<file path="src/rtl/aimc_lib_pkg.sv">
// Shared AIMC definitions: command encoding, packet metadata and bank-arbiter defaults.
package aimc_lib;
    localparam int PRIO           = 4;
    localparam int PRIO_W         = $clog2(PRIO);
    localparam int BK_ADDR_WIDTH  = 4;
    localparam int ROW_ADDR_WIDTH = 14;

    localparam int BKARB_MASK_CYC     = 2;
    localparam int BKARB_STARVE_LIMIT = 8;

    typedef enum logic [2:0] {
        NOP1  = 3'd0,
        ACT   = 3'd1,
        RD    = 3'd2,
        WR    = 3'd3,
        PREPB = 3'd4,
        REFPB = 3'd5,
        NOP2  = 3'd6,
        MRS   = 3'd7
    } cmd_t;

    typedef enum logic [1:0] {
        REQ_RD      = 2'd0,
        REQ_WR      = 2'd1,
        REQ_FLUSH   = 2'd2,
        REQ_REFRESH = 2'd3
    } req_type_t;

    typedef struct packed {
        logic [PRIO_W-1:0]         prio;
        logic [BK_ADDR_WIDTH-1:0]  bk_addr;
        logic [ROW_ADDR_WIDTH-1:0] row_addr;
        req_type_t                 req_type;
    } pkt_meta_t;
endpackage

</file>
<file path="src/rtl/bank_cmd_arbiter_rr_prio_picker.sv">
// Combinational winner selection: highest {starved, prio} key, ties to the first index at/after rr_ptr.
module rr_prio_picker
    import aimc_lib::*;
#(
    parameter int NUM_BKE = 16,
    parameter int IDX_W   = 4
) (
    input  logic [NUM_BKE-1:0]             elig,
    input  logic [NUM_BKE-1:0][PRIO_W-1:0] prio,
    input  logic [IDX_W-1:0]               rr_ptr,
    input  logic [NUM_BKE-1:0]             starved,
    output logic [IDX_W-1:0]               win_idx,
    output logic                           found
);
    logic [PRIO_W:0] best_key;
    logic [PRIO_W:0] key;
    logic [IDX_W:0]  pos;

    // Walk in round-robin order; a strictly greater key is needed to displace an earlier candidate.
    always_comb begin
        win_idx  = '0;
        found    = 1'b0;
        best_key = '0;
        key      = '0;
        pos      = '0;
        for (int k = 0; k < NUM_BKE; k++) begin
            pos = {1'b0, rr_ptr} + (IDX_W+1)'(k);
            if (pos >= (IDX_W+1)'(NUM_BKE))
                pos = pos - (IDX_W+1)'(NUM_BKE);
            key = {starved[pos[IDX_W-1:0]], prio[pos[IDX_W-1:0]]};
            if (elig[pos[IDX_W-1:0]] && (!found || key > best_key)) begin
                found    = 1'b1;
                best_key = key;
                win_idx  = pos[IDX_W-1:0];
            end
        end
    end
endmodule

</file>
<file path="src/rtl/bank_cmd_arbiter.sv">
// Bank-engine command arbiter: priority + round-robin pick, registered ack/broadcast.
// Optional starvation guard enabled by defining ARB_STARVE_GUARD_EN.
module bank_cmd_arbiter
    import aimc_lib::*;
#(
    parameter int NUM_BKE      = 16,
    parameter int MASK_CYC     = BKARB_MASK_CYC,
    parameter int STARVE_LIMIT = BKARB_STARVE_LIMIT
) (
    input  logic                          clk,
    input  logic                          rst,
    input  pkt_meta_t [NUM_BKE-1:0]       bke_pkt,
    input  cmd_t      [NUM_BKE-1:0]       bke_cmd,
    input  logic      [NUM_BKE-1:0]       bke_pkt_req,
    output logic      [NUM_BKE-1:0]       bkarb_pkt_ack,
    output cmd_t                          bkarb_cmd,
    output logic      [BK_ADDR_WIDTH-1:0] bkarb_cmd_bk,
    output logic      [ROW_ADDR_WIDTH-1:0] bkarb_cmd_row,
    output logic                          bkarb_cmd_valid,
    output pkt_meta_t                     bkarb_pkt,
    input  logic                          phy_ready
);
    localparam int IDX_W  = (NUM_BKE > 1) ? $clog2(NUM_BKE) : 1;
    localparam int MASK_W = (MASK_CYC > 0) ? $clog2(MASK_CYC + 1) : 1;

    logic [IDX_W-1:0]               rr_ptr;
    logic [IDX_W-1:0]               win_idx;
    logic                           win_found;
    logic [NUM_BKE-1:0]             elig;
    logic [NUM_BKE-1:0]             starved;
    logic [NUM_BKE-1:0][PRIO_W-1:0] prio;
    logic [MASK_W-1:0]              mask_cnt [NUM_BKE];

    always_comb begin
        for (int i = 0; i < NUM_BKE; i++) begin
            prio[i] = bke_pkt[i].prio;
            elig[i] = bke_pkt_req[i] && (bke_cmd[i] != NOP1) && (mask_cnt[i] == '0) && phy_ready;
        end
    end

`ifdef ARB_STARVE_GUARD_EN
    localparam int STARVE_W = $clog2(STARVE_LIMIT + 1);

    logic [STARVE_W-1:0] starve_cnt [NUM_BKE];

    always_comb begin
        for (int i = 0; i < NUM_BKE; i++)
            starved[i] = (starve_cnt[i] >= STARVE_W'(STARVE_LIMIT));
    end

    // Counts consecutive eligible-but-lost cycles; any non-eligible cycle or a grant restarts it.
    always_ff @(posedge clk or posedge rst) begin
        if (rst) begin
            for (int i = 0; i < NUM_BKE; i++)
                starve_cnt[i] <= '0;
        end else begin
            for (int i = 0; i < NUM_BKE; i++) begin
                if (!elig[i] || (win_found && win_idx == IDX_W'(i)))
                    starve_cnt[i] <= '0;
                else if (starve_cnt[i] < STARVE_W'(STARVE_LIMIT))
                    starve_cnt[i] <= starve_cnt[i] + STARVE_W'(1);
            end
        end
    end
`else
    assign starved = '0;
`endif

    rr_prio_picker #(
        .NUM_BKE (NUM_BKE),
        .IDX_W   (IDX_W)
    ) u_picker (
        .elig    (elig),
        .prio    (prio),
        .rr_ptr  (rr_ptr),
        .starved (starved),
        .win_idx (win_idx),
        .found   (win_found)
    );

    // Issue register: data fields hold when nothing is granted, ack/valid pulse for one cycle.
    always_ff @(posedge clk or posedge rst) begin
        if (rst) begin
            bkarb_pkt_ack   <= '0;
            bkarb_cmd       <= NOP1;
            bkarb_cmd_bk    <= '0;
            bkarb_cmd_row   <= '0;
            bkarb_cmd_valid <= 1'b0;
            bkarb_pkt       <= '0;
            rr_ptr          <= '0;
            for (int i = 0; i < NUM_BKE; i++)
                mask_cnt[i] <= '0;
        end else begin
            bkarb_pkt_ack   <= '0;
            bkarb_cmd_valid <= 1'b0;
            if (win_found) begin
                bkarb_pkt_ack   <= NUM_BKE'(1) << win_idx;
                bkarb_cmd       <= bke_cmd[win_idx];
                bkarb_cmd_bk    <= bke_pkt[win_idx].bk_addr;
                bkarb_cmd_row   <= bke_pkt[win_idx].row_addr;
                bkarb_cmd_valid <= 1'b1;
                bkarb_pkt       <= bke_pkt[win_idx];
                rr_ptr          <= (win_idx == IDX_W'(NUM_BKE - 1)) ? '0 : win_idx + IDX_W'(1);
            end
            // The mask hides the winner's still-registered request for MASK_CYC cycles.
            for (int i = 0; i < NUM_BKE; i++) begin
                if (win_found && win_idx == IDX_W'(i))
                    mask_cnt[i] <= MASK_W'(MASK_CYC);
                else if (mask_cnt[i] != '0)
                    mask_cnt[i] <= mask_cnt[i] - MASK_W'(1);
            end
        end
    end
endmodule

</file>
<file path="config.mk">
export PLATFORM = sky130hd
export DESIGN_NAME = bank_cmd_arbiter
export DESIGN_NICKNAME = d
export VERILOG_FILES = /design/src/rtl/aimc_lib_pkg.sv /design/src/rtl/bank_cmd_arbiter_rr_prio_picker.sv /design/src/rtl/bank_cmd_arbiter.sv
export SDC_FILE = /design/constraint.sdc
export NUM_CORES = 1
export LEC_CHECK = 0
export CORE_AREA = 2 2 186 188
export CTS_CLUSTER_DIAMETER = 100
export CTS_CLUSTER_SIZE = 25
export DETAILED_ROUTE_END_ITERATION = 8
export DIE_AREA = 0 0 188 190
export PLACE_DENSITY = 0.75
export SETUP_SLACK_MARGIN = 0.2
export SYNTH_ARGS = -nofsm -noshare
export SYNTH_HDL_FRONTEND = slang
export SYNTH_HIERARCHICAL = 1
export SYNTH_SLANG_ARGS = --single-unit
</file>
<file path="constraint.sdc">
create_clock -name clk -period 27.2 [get_ports clk]
set_input_delay 5.44 -clock clk [delete_from_list [all_inputs] [get_ports clk]]
set_output_delay 5.44 -clock clk [all_outputs]
set_load 0.01 [all_outputs]
</file>
After elaboration in Yosys (flattened, before gate mapping)
Memories as Yosys holds them, arrays and structs flattened.
Cells that the tools add are included.

word-level totals
  output and inout bits = 60
  memories kept = 16
  ROM bits = 256
  flip-flop bits (word level) = 78

cells by class
  muxes and demuxes = 182
  equality and inequality tests = 15
  shift-type cells = 1
  add/subtract/negate cells = 48
  $lt $le $gt $ge = 48
  reduce and logical (&&, ||, !) cells = 174

memories
  memory            words  width  read ports  clocked after Yosys merged registers in  wr ports  RTL line                               RTL
  (no name shown)   16     1      1           0                                        0         bank_cmd_arbiter_rr_prio_picker.sv:30  key = {starved[pos[IDX_W-1:0]], prio[pos[IDX_W-1:0]]};
  (no name shown)   16     1      1           0                                        0         bank_cmd_arbiter_rr_prio_picker.sv:30
  (no name shown)   16     1      1           0                                        0         bank_cmd_arbiter_rr_prio_picker.sv:30
  (no name shown)   16     1      1           0                                        0         bank_cmd_arbiter_rr_prio_picker.sv:30
  (no name shown)   16     1      1           0                                        0         bank_cmd_arbiter_rr_prio_picker.sv:30
  (no name shown)   16     1      1           0                                        0         bank_cmd_arbiter_rr_prio_picker.sv:30
  10 more memories  n/a    n/a    n/a         n/a                                      n/a       n/a

operator list
  kind                                                         number
  2-to-1 mux 4 bit                                             33
  binary-select mux 2 bit (select 4 bit)                       16
  2-to-1 mux 2 bit                                             48
  binary-select mux 22 bit (select 4 bit)                      1
  less-than comparator 4 x 5 -> 1 bit (second input constant)  17
  logical AND 1 bit                                            79
  >= comparator 5 bit (second input constant)                  15
  binary-select mux 1 bit (select 4 bit)                       16
  nonzero test 2 bit                                           32
  subtractor 4 x 1 -> 4 bit (second input constant)            16
  2-to-1 mux 1 bit                                             49
  2-to-1 mux 3 bit                                             16
  nonzero test 3 bit                                           16
  > comparator 3 bit                                           15
  adder 4 x 4 -> 5 bit (second input constant)                 8
  equality test 4 bit (second input constant)                  8
  logical NOT 2 bit                                            16
  subtractor 2 x 1 -> 2 bit (second input constant)            16
  2-to-1 mux 22 bit                                            1
  adder 4 x 3 -> 5 bit (second input constant)                 4
  equality test 4 x 3 -> 1 bit (second input constant)         4
  2-to-1 mux 16 bit                                            1
  left shift 1 x 4 -> 16 bit (first input constant)            1
  logical NOT 1 bit                                            15
  9 further kinds                                              25

Longest topological paths before layout
Gate-level depths: netlist of run 1.

  depth in word-level cells = 70
  mapped depth = 168
  depth with buffers taken out = 147

Modules after synthesis
Netlist of run 1, hierarchy kept.

by module, submodules not included
  module            times used  area an instance (um^2)  cells each
  rr_prio_picker    1           6,731.5                  788
  bank_cmd_arbiter  1           6,720.2                  623

Worst setup path before layout of run 1
No wires, ideal clock.

  path type = input to register
  start point = in phy_ready
  end point = reg bkarb_cmd[2]
  library setup time = 141 ps
  data required time = 27,059 ps
  buffers on the path = 14
  arrival time = 28,674 ps
  stages on the path = 148
  slack = -1,615 ps
  path through = clkbuf_1 clkbuf_1 nand3_1 nor2_1 mux2_1 mux4_2 nand2_2 a21boi_0 inv_1 ha_1 nor2b_1 o21ai_0 a32oi_1 nand4_1 nand2_1 o21a_1 ha_1 nor2b_1 [112 not listed] a21oi_1 nor2_1 a21o_1 ha_1 a21o_1 a21oi_1 a31oi_1 a31oi_1 or2_0 buf_2 o311a_1 mux2i_1 nand2_1 buf_6 buf_6 mux4_2 a22oi_1 a31oi_1

between the ends
  cells in the longest elaborated chain, start to end = 66
  elaborated cells on any way between the ends = 157
  classes of those cells = order compare: 15; mux: 81; reduce/logical: 61

RTL lines
  what                                                     RTL line                               RTL
  from (decl)                                              bank_cmd_arbiter.sv:21                 input logic phy_ready
  logical AND 1 bit *                                      bank_cmd_arbiter.sv:37                 elig[i] = bke_pkt_req[i] && (bke_cmd[i] != NOP1) && (mask_cnt[i] == '0) && phy_ready;
  named net elig[7]                                        bank_cmd_arbiter.sv:29                 logic [NUM_BKE-1:0] elig;
  binary-select mux 1 bit (select 4 bit)                   bank_cmd_arbiter_rr_prio_picker.sv:31  if (elig[pos[IDX_W-1:0]] && (!found || key > best_key)) begin
  2-to-1 mux 1 bit (implied by the code)                   bank_cmd_arbiter_rr_prio_picker.sv:31
  2-to-1 mux 3 bit or 2-to-1 mux 1 bit (tied branches)     bank_cmd_arbiter_rr_prio_picker.sv:31
  > comparator 3 bit or logical NOT 1 bit (tied branches)  bank_cmd_arbiter_rr_prio_picker.sv:31
  logical OR 1 bit                                         bank_cmd_arbiter_rr_prio_picker.sv:31
  logical AND 1 bit                                        bank_cmd_arbiter_rr_prio_picker.sv:31
  [52 not listed]                                          n/a
  2-to-1 mux 3 bit or 2-to-1 mux 1 bit (tied branches)     bank_cmd_arbiter_rr_prio_picker.sv:31
  > comparator 3 bit or logical NOT 1 bit (tied branches)  bank_cmd_arbiter_rr_prio_picker.sv:31
  logical OR 1 bit                                         bank_cmd_arbiter_rr_prio_picker.sv:31
  logical AND 1 bit                                        bank_cmd_arbiter_rr_prio_picker.sv:31
  2-to-1 mux 4 bit *                                       bank_cmd_arbiter_rr_prio_picker.sv:31
  named net win_idx[0]                                     bank_cmd_arbiter.sv:27                 logic [IDX_W-1:0] win_idx;
  binary-select mux 3 bit (select 4 bit) *                 bank_cmd_arbiter.sv:98                 bkarb_cmd <= bke_cmd[win_idx];
  2-to-1 mux 3 bit (implied by the code) *                 bank_cmd_arbiter.sv:98
  to (signal assigned)                                     bank_cmd_arbiter.sv:98
  to (decl)                                                bank_cmd_arbiter.sv:16                 output cmd_t bkarb_cmd,

Mark *: on every way through the listed nets, which the timed path passes. The rest lies on a longest branch. The select of a mux whose other input is x is not followed.
A chain may end at the register's enable or synchronous reset.

Final worst setup path of run 1
  start point = in bke_cmd[21] (netlist name)
  end point = reg bkarb_pkt[4] (netlist name)

between the ends
  cells in the longest elaborated chain, start to end = 69
  elaborated cells on any way between the ends = 145
  classes of those cells = order compare: 15; mux: 81; reduce/logical: 49

RTL lines
  what                                                     RTL line                               RTL
  from (decl)                                              bank_cmd_arbiter.sv:13                 input cmd_t [NUM_BKE-1:0] bke_cmd,
  nonzero test 3 bit *                                     bank_cmd_arbiter.sv:37
  logical AND 1 bit * (3 in a row)                         bank_cmd_arbiter.sv:37
  named net elig[7]                                        bank_cmd_arbiter.sv:29
  binary-select mux 1 bit (select 4 bit)                   bank_cmd_arbiter_rr_prio_picker.sv:31
  2-to-1 mux 1 bit (implied by the code)                   bank_cmd_arbiter_rr_prio_picker.sv:31
  2-to-1 mux 3 bit or 2-to-1 mux 1 bit (tied branches)     bank_cmd_arbiter_rr_prio_picker.sv:31
  > comparator 3 bit or logical NOT 1 bit (tied branches)  bank_cmd_arbiter_rr_prio_picker.sv:31
  logical OR 1 bit                                         bank_cmd_arbiter_rr_prio_picker.sv:31
  [53 not listed]                                          n/a
  2-to-1 mux 3 bit or 2-to-1 mux 1 bit (tied branches)     bank_cmd_arbiter_rr_prio_picker.sv:31
  > comparator 3 bit or logical NOT 1 bit (tied branches)  bank_cmd_arbiter_rr_prio_picker.sv:31
  logical OR 1 bit                                         bank_cmd_arbiter_rr_prio_picker.sv:31
  logical AND 1 bit                                        bank_cmd_arbiter_rr_prio_picker.sv:31
  2-to-1 mux 4 bit *                                       bank_cmd_arbiter_rr_prio_picker.sv:31
  named net win_idx[0]                                     bank_cmd_arbiter.sv:27
  binary-select mux 22 bit (select 4 bit) *                bank_cmd_arbiter.sv:102                bkarb_pkt <= bke_pkt[win_idx];
  2-to-1 mux 22 bit (implied by the code) *                bank_cmd_arbiter.sv:102
  to (signal assigned)                                     bank_cmd_arbiter.sv:102
  to (decl)                                                bank_cmd_arbiter.sv:20                 output pkt_meta_t bkarb_pkt,

Marked as above.

==> out/results.ini, run 1 <==
[status]
outcome=finished with violations
violations=setup timing

[setup_path]
crit_path_start=bke_cmd[21]
cp_num_buf_inv=17
path_depth=144
cp_top_family=compound AO/OA/AOI/OAI gates
slowest_stage=mux4_2
cp_slowest_stage_delay_ps=520
reg2reg_to=bkarb_pkt[4]
critPathRequiredTime_ps=27370
crit_type=in2reg
start_kind=primary input
ff2ff_path_depth=140
end_kind=flop
cp_max_fo=7
regToRegSetupSlack_ps=2870
arrival_ps=27670
rr_startpoint=rr_ptr[0]
cp-endpoint=bkarb_pkt[4]
crit_path_frequent_cell=o21ai_2

[finish]
multi_input_area_um2=12300
fill_cells=2566
post-route-util=0.706
nets=2759
area_growth_pct=78.1
drive_gt1_frac=0.419
ff_latch_area_um2=1960

[floorplanning]
die_w_um=188
pin_count=479
die_y_um=190
core_area_um2=33900
die_area_um2=35700
rows=68
initial_core_util=0.396

[drt]
viasPerCell=6.10
ant_nets=0
route.vias.total=16800
drcViolationCount=0
wl_per_cell_um=28.7
drt-initial-drc-count=1932
first_pass_iters=6
routed_wl_um=78900

[place]
dp_hpwl_um=64500
gp_congestion=1.03
io_buffers=478

[clocking]
root_buffer=clkbuf_16
clock_sinks=78
clk_pin_slew_ps=70
cts_tree=built
htree_levels=3
worstSkewPairLatency_ps=360
cts_buffers=9
clockBufferDepth=2

[logic_synthesis]
synth_top_family_by_area=multiplexers
synthTopCellsByCount=mux2i_1, mux4_2, nor2_1
synth_edf_count=0
synth_mux_area_frac=0.398
seq_area_frac_synth=0.145
async_reset_ff_frac=1.00
synth_most_common_cell=mux2i_1
syn_avg_cell_area_um2=9.53
syn_inst=1411
synth_top_cell_by_area=mux4_2
yosysTopAreaCellShare=0.234
syn-cell-area_um2=13500
synth_adder_area_share=0.0688
synth_ff_type=dfrtp_1
ys_ff_latch=78
synthDistinctLibCells=87
synth_xor_area_frac=0.0198
synth_area_leaders=mux4_2, dfrtp_1, mux2i_1, ha_1, mux2_2
yosys_warnings=6
synth-simple-area-share=0.129
synth_compound_area_frac=0.166

[timing]
drv_slew=0
rsz0062_at_grt=true
max_clock_freq_mhz=36.4
setup_ws_ps=-294
period_share=1.01
setup_viol=61
hold_viol=0
tightest_slew_ps=1030
finClkSkew_ps=18.0
relSlewSlack=0.311
hold_ws_ps=548
finalCriticalPeriod_ps=27490

[run]
drv_cap=0

[hold_path]
min_path_type=reg2reg

[grt]
grt_antenna_before_repair=32
grt_pass1_vias=16000
grt_pass1_wl_um=108000
grt_use_total=0.418
grt_start_max_net_pins=68
grt_overflow=0

==> per-stage QoR <==
step                setup TNS (ps)  cells  cell area [µm²]  worst slack, ps
floorplan                        0   1474            14100              181
global placement            -49040   2614            21300             -871
detailed placement          -87680   2614            21300            -1370
CTS                              0   2682            22300              201
global route               -101230   2743            23900            -1510
finish                       -6520   2752            24000             -294
==> worst min-delay path by stage <==
stage / startpoint / cells past startpoint / end / slack, ps
after floorplan: mask_cnt[10] / 2 / mask_cnt[10] / 500
after global placement: mask_cnt[2] / 2 / mask_cnt[2] / 520
after detailed placement: mask_cnt[2] / 2 / mask_cnt[2] / 520
after CTS: bkarb_cmd[1] / 2 / bkarb_cmd[1] / 550
after global routing: rr_ptr[1] / 1 / rr_ptr[1] / 570
final: bkarb_cmd[1] / 2 / bkarb_cmd[1] / 550
==> kinds of logic (layout without fill, tap and decap cells) <==
kind of cell | count (synthesis) | count (layout)
AO/OA/AOI/OAI | 333 | 333
XOR/XNOR | 27 | 27
adder cells (fa/ha/maj) | 74 | 74
buffers and inverters | 186 | 982
flip-flops | 78 | 78
multiplexers | 351 | 351
other | 1 | 90
AND/OR/NAND/NOR | 361 | 362
==> metal layers <==
| metal | vias to the layer above | GRT usage | wire length, µm |
|---|---|---|---|
| met5 | - | 0 | 268 |
| met2 | 1183 | 0.638 | 35200 |
| met1 | 8269 | 0.544 | 30400 |
| li1 | 7164 | - | - |
| met4 | 12 | 0.149 | 2770 |
| met3 | 170 | 0.156 | 10300 |
==> timing repair <==
action                     4_1_cts  5_1_grt
resized for setup              103      394
gates cloned                     3        2
buffers inserted                49       42
hold buffers                     0        0
setup endpoints to repair       77       77
pin swaps                       49      116
==> cell usage in the layout, fill, tap and decap left out, types with 17 or more instances in the layout <==
cell type,synthesis,final
o21ai_0,49,27
dlymetal6s2s_1,0,54
nor2_2,4,23
a21oi_1,83,53
clkbuf_2,0,18
a31oi_1,30,24
buf_12,0,20
nand2_1,75,67
mux4_2,140,140
clkdlybuf4s50_1,0,394
dfrtp_1,78,76
o21ai_2,0,18
mux2i_1,145,126
mux2_2,60,55
buf_4,29,356
conb_1,1,64
a21oi_2,0,29
a22oi_2,0,17
nor2_1,126,91
xor2_1,18,18
diode_2,0,26
buf_6,20,36
nand3_1,42,27
ha_1,74,55
inv_1,71,61
==> cell type report <==
type,count,share of cell area
clock inverters,5,0.00162
clock buffers,11,0.0105
inverters,72,0.0113
repair buffers,894,0.353
flip-flops and latches,78,0.0817
multi-input cells,1211,0.515
well taps,455,0.0238
diodes,26,0.00272
==> state kept, by name, indices dropped and copies added, names as in the netlist <==
| signal | count |
|---|---|
| mask_cnt | 32 |
| rr_ptr | 4 |
| bkarb_cmd | 3 |
| bkarb_pkt_ack | 16 |
| bkarb_cmd_valid | 1 |
| bkarb_pkt | 22 |
==> worst reg2reg max path, delay by kind of cell (launching register included) <==
family          cells  cell delay, ps
flops               1             980
xor+xnor            1             490
mux                 6            2210
compound gates     73           10670
fa+ha+maj          16            4270
buf+inv            15            1680
simple gates       29            3850
Power of run 1 is not shown: default switching activity piles up to over one toggle a cycle in this logic, so the estimate is an artifact.
==> run 2, diff against run 1 <==
CORE_AREA = 2 2 187 189   (was 2 2 186 188)
DIE_AREA = 0 0 189 191   (was 0 0 188 190)
DONT_BUFFER_PORTS = 1   (was default)
PLACE_DENSITY = default   (was 0.75)
SLEW_MARGIN = 40   (was default)
==> run 2 against run 1 <==
Against the previous run: the run still ends with setup timing left; non-clock buffer count shrank 574; sequential share of layout area up 2.6 points; critical path depth rose by 4; worst hold slack lost 5.8 ps; worst setup slack got worse by 57 ps; core utilization down 17 points; sequential cell count did not move; register-to-register slack improved by 40 ps.
==> out/results.ini, run 2 (synthesis results as in run 1) <==
[drt]
drt-initial-drc-count=1519  ; was 1932
ant_nets=0  ; unchanged
first_pass_iters=8  ; was 6
routed_wl_um=70300  ; was 78900 µm
viasPerCell=6.55  ; was 6.10
drcViolationCount=0  ; unchanged
route.vias.total=14300  ; was 16800
wl_per_cell_um=32.2  ; was 28.7 µm

[place]
dp_cells=2043  ; was 2614
place_area_um2=15800  ; was 21300 µm²
dp_hpwl_um=56800  ; was 64500 µm
gp_congestion=1.10  ; was 1.03
io_buffers=0  ; was 478

[setup_path]
slowest_stage=mux4_2  ; unchanged
rr_startpoint=rr_ptr[1]  ; was rr_ptr[0]
crit_type=in2reg  ; unchanged
cp_slowest_stage_delay_ps=610  ; was 520 ps
end_kind=flop  ; unchanged
cp_max_fo=8  ; was 7
start_kind=primary input  ; unchanged
crit_path_start=bke_cmd[19]  ; was bke_cmd[21]
arrival_ps=27770  ; was 27670 ps
crit_path_frequent_cell=buf_4  ; was o21ai_2
critPathRequiredTime_ps=27420  ; was 27370 ps

[floorplanning]
core_area_um2=34100  ; was 33900 µm²
die_y_um=191  ; was 190 µm
die_area_um2=36100  ; was 35700 µm²
initial_core_util=0.394  ; was 0.396
rows=68  ; unchanged
die_w_um=189  ; was 188 µm
pin_count=479  ; unchanged

[timing]
setup_ws_ps=-350  ; was -294 ps
period_share=1.01  ; about the same
finalCriticalPeriod_ps=27550  ; was 27490 ps
relSlewSlack=0.370  ; was 0.311
finClkSkew_ps=15.4  ; was 18.0 ps
tightest_slew_ps=940  ; was 1030 ps
hold_viol=0  ; unchanged
drv_slew=0  ; unchanged
setup_viol=63  ; was 61
max_clock_freq_mhz=36.3  ; was 36.4 MHz
fin_tns_setup_ps=-8670  ; was -6520 ps
rsz0062_at_grt=true  ; unchanged

[clocking]
clk_pin_slew_ps=70  ; about the same
cts_buffers=9  ; unchanged
worstSkewPairLatency_ps=380  ; was 360 ps
ctsHoldBuffers=0  ; unchanged
htree_levels=3  ; unchanged
clock_sinks=78  ; unchanged
clockBufferDepth=2  ; unchanged
cts_tree=built  ; unchanged
root_buffer=clkbuf_16  ; unchanged

[finish]
fill_cells=3082  ; was 2566
final_cell_area_um2=18200  ; was 24000 µm²
drive_gt1_frac=0.462  ; was 0.419
final_common_cell=buf_4  ; was clkdlybuf4s50_1
reg_top3=mask_cnt (32), bkarb_pkt (22), bkarb_pkt_ack (16)  ; unchanged
area_growth_pct=35.5  ; was 78.1%
largest_reg_flops=32  ; unchanged
fin_cells=2180  ; was 2752
nets=2184  ; was 2759
largest-register=mask_cnt  ; unchanged
layout_common_cells=buf_4, mux4_2, mux2i_1  ; was clkdlybuf4s50_1, buf_4, mux4_2

[grt]
grt_pass1_vias=13100  ; was 16000
busiest_layer=met2  ; unchanged
use_met2=0.568  ; was 0.638
gr-usage-met1=0.472  ; was 0.544
grt_start_max_net_pins=54  ; was 68
grt_use_total=0.366  ; was 0.418
grt_overflow=0  ; unchanged
use_met3=0.128  ; was 0.156
grt_pass1_wl_um=93900  ; was 108000 µm
grt_antenna_before_repair=41  ; was 32

[run]
drv_cap=0  ; unchanged

[hold_path]
min_path_type=reg2reg  ; unchanged
min_from=mask_cnt[2]  ; was bkarb_cmd[1]

[status]
violations=setup timing  ; unchanged
outcome=finished with violations  ; unchanged

[run 2: final cells by class]
class                      count  area, µm²  area share
antenna                       29       72.6     0.00398
clock inverter                 7       77.6     0.00426
tap                          455        569      0.0312
timing repair buffer         320       2930       0.161
sequential                    78       1960       0.107
clock buffer                   9        225      0.0124
multi-input combinational   1210      12100       0.665
inverter                      72        277      0.0152
[run 2: critical path: cells and delay by family]
| family | cells | cell delay, ps |
|---|---|---|
| AOI/OAI and AO/OA | 68 | 9930 |
| and+or+nand+nor | 27 | 3610 |
| buffers and inverters | 33 | 3460 |
| adders and majority gates | 14 | 2990 |
| muxes | 6 | 2290 |
[run 2: final timing paths]
path	endpoint	slack, ps	cells past startpoint
setup / recovery	bkarb_pkt[6]	-350	148
setup reg to reg	bkarb_pkt[6]	2910	145
min in group asynchronous	mask_cnt[4]	4930	1
hold / removal	mask_cnt[2]	540	2
hold reg to reg	mask_cnt[2]	540	2
max in group asynchronous	bkarb_pkt[8]	21330	3
[run 2: metal layers]
metal | part of all wire | vias up | routed length (µm)
met5 | 0.0017 | - | 119
met4 | 0.046 | 14 | 3260
met1 | 0.37 | 7126 | 26100
met2 | 0.45 | 960 | 31800
li1 | - | 6000 | -
met3 | 0.13 | 180 | 9000
[run 2: through the flow]
step / hold WS, ps / worst slack, ps / util
final: 543 / -350 / 0.534
after floorplan: 501 / 181 / -
after detailed placement: 522 / -894 / 0.463
after global routing: 563 / -1520 / 0.533
after CTS: 542 / 215 / 0.488
after global placement: 517 / -367 / 0.462
[run 2: timing repair]
item,4_1_cts,5_1_grt
cloned,2,7
pin swaps,26,84
resized for setup,51,228
setup buffers,38,44
setup endpoints to repair,77,77
Power of run 2 is left out for the same reason.
